===== config.mk =====
export PLATFORM = sky130hd
export DESIGN_NAME = irq_source_arbiter
export DESIGN_NICKNAME = d
export VERILOG_FILES = /design/src/rtl/irq_source_arbiter.sv
export SDC_FILE = /design/constraint.sdc
export NUM_CORES = 1
export LEC_CHECK = 0
export CAP_MARGIN = 20
export CORE_MARGIN = 4
export CORE_UTILIZATION = 25
export DETAILED_ROUTE_END_ITERATION = 16
export GPL_ROUTABILITY_DRIVEN = 1
export HOLD_SLACK_MARGIN = 0.02
export PLACE_DENSITY_LB_ADDON = 0.2
export SLEW_MARGIN = 20
export SYNTH_ARGS = -nofsm -noshare
export SYNTH_HDL_FRONTEND = slang
export SYNTH_SLANG_ARGS = --single-unit

===== constraint.sdc =====
create_clock -name clk_i -period 1.4 [get_ports clk_i]
set_input_delay 0.21 -clock clk_i [delete_from_list [all_inputs] [get_ports clk_i]]
set_output_delay 0.21 -clock clk_i [all_outputs]
set_load 0.02 [all_outputs]

===== src/rtl/irq_source_arbiter.sv =====
// irq_source_arbiter: latches interrupt lines, masks them and requests the lowest-index winner from the core controller; IRQ_ARB_LEVEL_EN selects level-sensitive sources.
module irq_source_arbiter #(
    parameter int          N_SRC      = 8,
    parameter logic [31:0] CAUSE_BASE = 32'h80000010
) (
    input  logic                     clk_i,
    input  logic                     rst_ni,
    input  logic [N_SRC-1:0]         irq_lines_i,
    input  logic [N_SRC-1:0]         irq_mask_i,
    input  logic                     irq_ack_i,
    input  logic                     irq_ret_i,
    output logic                     irq_o,
    output logic [31:0]              irq_cause_o,
    output logic [$clog2(N_SRC)-1:0] irq_id_o,
    output logic                     irq_busy_o
);
    localparam int IW = $clog2(N_SRC);
    typedef enum logic [1:0] {IDLE, REQ, SERVICE} state_t;
    state_t state_q, state_d;
    logic [IW-1:0] id_q, id_d, win;
    logic [N_SRC-1:0] pend, cand;
`ifdef IRQ_ARB_LEVEL_EN
    assign pend = irq_lines_i;
`else
    logic [N_SRC-1:0] line_q, pend_q, pend_d;
    always_comb begin
        pend_d = pend_q;
        if (state_q == REQ && irq_ack_i) pend_d[id_q] = 1'b0;
        // a new edge in the ack cycle must survive the clear
        pend_d = pend_d | (irq_lines_i & ~line_q);
    end
    always_ff @(posedge clk_i) begin
        if (!rst_ni) begin
            line_q <= '0;
            pend_q <= '0;
        end else begin
            line_q <= irq_lines_i;
            pend_q <= pend_d;
        end
    end
    assign pend = pend_q;
`endif
    assign cand = pend & irq_mask_i;
    always_comb begin
        win = '0;
        for (int k = N_SRC - 1; k >= 0; k--) if (cand[k]) win = IW'(k);
    end
    always_comb begin
        state_d = state_q;
        id_d    = id_q;
        case (state_q)
            IDLE: if (|cand) begin
                id_d    = win;
                state_d = REQ;
            end
            // the request is withdrawn once its source stops being a candidate
            REQ: state_d = irq_ack_i ? SERVICE : (!cand[id_q] ? IDLE : REQ);
            SERVICE: state_d = irq_ret_i ? IDLE : SERVICE;
            default: state_d = IDLE;
        endcase
    end
    always_ff @(posedge clk_i) begin
        if (!rst_ni) begin
            state_q <= IDLE;
            id_q    <= '0;
        end else begin
            state_q <= state_d;
            id_q    <= id_d;
        end
    end
    assign irq_o       = (state_q == REQ);
    assign irq_busy_o  = (state_q == SERVICE);
    assign irq_id_o    = id_q;
    assign irq_cause_o = CAUSE_BASE + 32'(id_q);
endmodule


==> impl_results.md <==
* Largest net degree at the start of global routing at 12
* Total grt overflow at 0
* Mapped Cells at 141
* CP Launch Type: flop
* Vias in the first global route at 1048
* NumNets Final at between 150 and 200
* Setup_tns at 0 ns
* Flop pwr share at ~43%
* Total GRT Usage at a little under a tenth
* Clock power frac at 25.3%
* R2r setup slk at 0.05 ns
* Count leader, synth: buf_4
* Fin. max-slew vios at 0
* Clock transition at path regs at approximately 0.080 ns
* Fmax at 738 MHz
* Dpl ws at -0.288 ns
* Vias at between 1000 and 1500
* Layout cells sized above 1 at 15.2%
* Number of synthesized flops with an enable pin at 0
* CTS Hold Bufs at 0
* Setup WS post-layout at approximately 0.046 ns
* Area growth syn-to-layout at 30.3%
* Netlist cell types at 28
* H-tree Lvls at 1
* TritonCTS clock tree: done
* R2r worst-path depth at 4
* P per Cell Area at 1030 nW/µm²
* Antenna-violating nets left at 0
* Die Span X at slightly below 80 µm
* 1st-iter DRT viols at 29
* Clock buffer depth at 2
* DRC at 0
* Placer Congestion at around 0.9
* Critical path capture point type: flop
* Post-Route WL at 2960 µm
* Final hold viol count at 0
* Status: completed
* Combinational share of power at a little under a third
* Antenna diodes at 0
* Die Y at 77.0 µm
* Reg-to-Reg End: irq_id_o[0]$_SDFFE_PN0P_
* Post-Syn Area at ~1200 µm²
* Commonest cells post-synth: buf_4, dfxtp_1, nand2_1, a21oi_1, o21ai_0
* Ranking of synthesized cells by area: dfxtp_1, buf_4, nand2b_1
* DRT Pass-1 Iters at 4
* Syn Area/Cell at about 8.4 µm²
* Starting Density at a little over a quarter
* RSZ-0062 raised after global routing: true
* Num CTS Buffers at 3
* Tot Pwr at about 1.6 mW
* Post-synth top area share at around a third
* Lkg Pwr at slightly above 0.7 nW
* Clock sink count at 21
* Site row count at 24
* I/O pins at 57
* DP HPWL at around 2300 µm
* Min Tclk post-route at around 1.4 ns
* Ys flop type: dfxtp_1
* Final Cycle Share at a little over nine tenths
* CTS root buffer: clkbuf_8
* I/O Buffers at 27
* Largest area contributor in the netlist: dfxtp_1
* Max_cap viols at 0
* Hold Crit Class: primary input to flop
* Via-to-Cell Ratio at about 4.5
* DR WL/cell at ~13 µm
* Worst-path fanout max at 4
* Post-synth ARST share at 0%
* Sequential area share after synthesis at a little over a third
* Pint at about 1.1 mW
* Area after DPL at 1470 µm²
* Clk Latency, worst-skew pair at about 0.26 ns
* Flops & latches, synth at 21
* Setup CP Type: flop to flop
* Initial antenna violation count at 0
* Crit path required time at around 1.6 ns
* Worst Hold End: irq_id_o[0]$_SDFFE_PN0P_
* Core box area at about 4500 µm²
* VDD IR-drop max at 0.599 mV
* Sw power at about 0.53 mW
* Switching share of power at 33.3%
* # setup viols final at 0
* Skew final at roughly 0.0056 ns
* Hold Path Stages at 4
* Reg2reg start: pend[1]$_SDFF_PN0_
* Start point of the worst hold path: irq_mask_i[0]
* Wire length of the first global-routing pass at between 4000 and 5000 µm
* Warnings from Yosys at 0
* Cell area after layout at around 1600 µm²
* Arr. time, crit path at about 1.5 ns
* Area of the die at 5930 µm²
## layout make-up
type / instances / area, µm²
multi-input combinational: 108 / 627
fill: 482 / 2920
clock buffer: 4 / 45.0
sequential: 21 / 425
timing repair buffer: 41 / 373
inverter: 4 / 15.0
tap: 52 / 65.1
## per-layer routing
| metal | share of wire (%) | up-vias | global-route usage [%] | routed length [µm] |
|---|---|---|---|---|
| met4 | 1.6 | 0 | 3.56 | 46 |
| met5 | 0 | - | 0 | 0 |
| li1 | - | 498 | - | - |
| met2 | 49 | 58 | 16.8 | 1460 |
| met1 | 40 | 473 | 10.5 | 1190 |
| met3 | 9.0 | 5 | 3.16 | 266 |
## cell usage in the layout (no fill, tap or decap), types with 2 or more instances in the layout
| cell type | n |
|---|---|
| a22o_4 | 3 |
| o21ai_0 | 10 |
| conb_1 | 29 |
| o211ai_1 | 2 |
| a32o_1 | 2 |
| dlymetal6s2s_1 | 6 |
| clkbuf_8 | 3 |
| inv_1 | 4 |
| clkbuf_2 | 2 |
| nand2_1 | 12 |
| buf_4 | 14 |
| nand3_1 | 5 |
| a21oi_1 | 10 |
| nor2_1 | 2 |
| dlygate4sd2_1 | 6 |
| and2_1 | 8 |
| nor2b_1 | 2 |
| dfxtp_1 | 19 |
| nand2b_1 | 9 |
| o31ai_1 | 2 |
| clkdlybuf4s50_1 | 13 |
## worst max-delay path: stages (launching register included)
cell	delay, ns
dfxtp_4	0.35
a22o_4	0.25
o41ai_4	0.46
nand3_1	0.14
o31ai_2	0.08
## power by group through the flow
stage	Sequential [mW]	Combinational, mW	Clock, mW
global route	0.694	0.546	0.433
finish	0.686	0.506	0.404
global placement	0.698	0.507	0
detailed placement	0.700	0.511	0
floorplan	0.715	0.351	0
CTS	0.685	0.491	0.415
## how the worst max path moves through the flow
stage                        startpoint  depth (start not counted)                  endpoint
5_1_grt              pend[1]$_SDFF_PN0_                          4  irq_id_o[0]$_SDFFE_PN0P_
2_1_floorplan  irq_id_o[2]$_SDFFE_PN0P_                          5   state_q[0]$_SDFFE_PN0P_
3_5_place_dp              irq_mask_i[1]                          4   state_q[0]$_SDFFE_PN0P_
4_1_cts         state_q[0]$_SDFFE_PN0P_                          2                     irq_o
3_3_place_gp              irq_mask_i[1]                          4   state_q[0]$_SDFFE_PN0P_
6_report             pend[1]$_SDFF_PN0_                          4  irq_id_o[0]$_SDFFE_PN0P_
## sequential cells by signal (all words and copies together) (netlist names)
signal / flops
irq_id_o: 3
line_q: 8
pend: 8
state_q: 2
## cells by family (layout without fill, tap and decap cells)
family	Yosys count	after routing	synth area share [%]
simple gates	41	41	18.3
compound gates	38	38	23.3
flops	21	21	35.3
other cells	2	29	0.631
buf+inv	39	49	22.4
## per-stage QoR
step / hold slack (ns) / utilization [%] / std cells
6_report: 0.359 / 34.6 / 230
5_1_grt: 0.383 / 34.6 / 230
4_1_cts: 0.485 / 33.7 / 229
3_5_place_dp: 0.474 / 32.9 / 225
3_3_place_gp: 0.475 / 32.9 / 225
2_1_floorplan: 0.332 / - / 168
## timing repair
item | CTS | global route
resized for setup | 8 | 17
pin swaps | 2 | 4
endpoints found under the setup margin | 11 | 5
buffers inserted | 0 | 1
(Power assumes the default switching activity.)
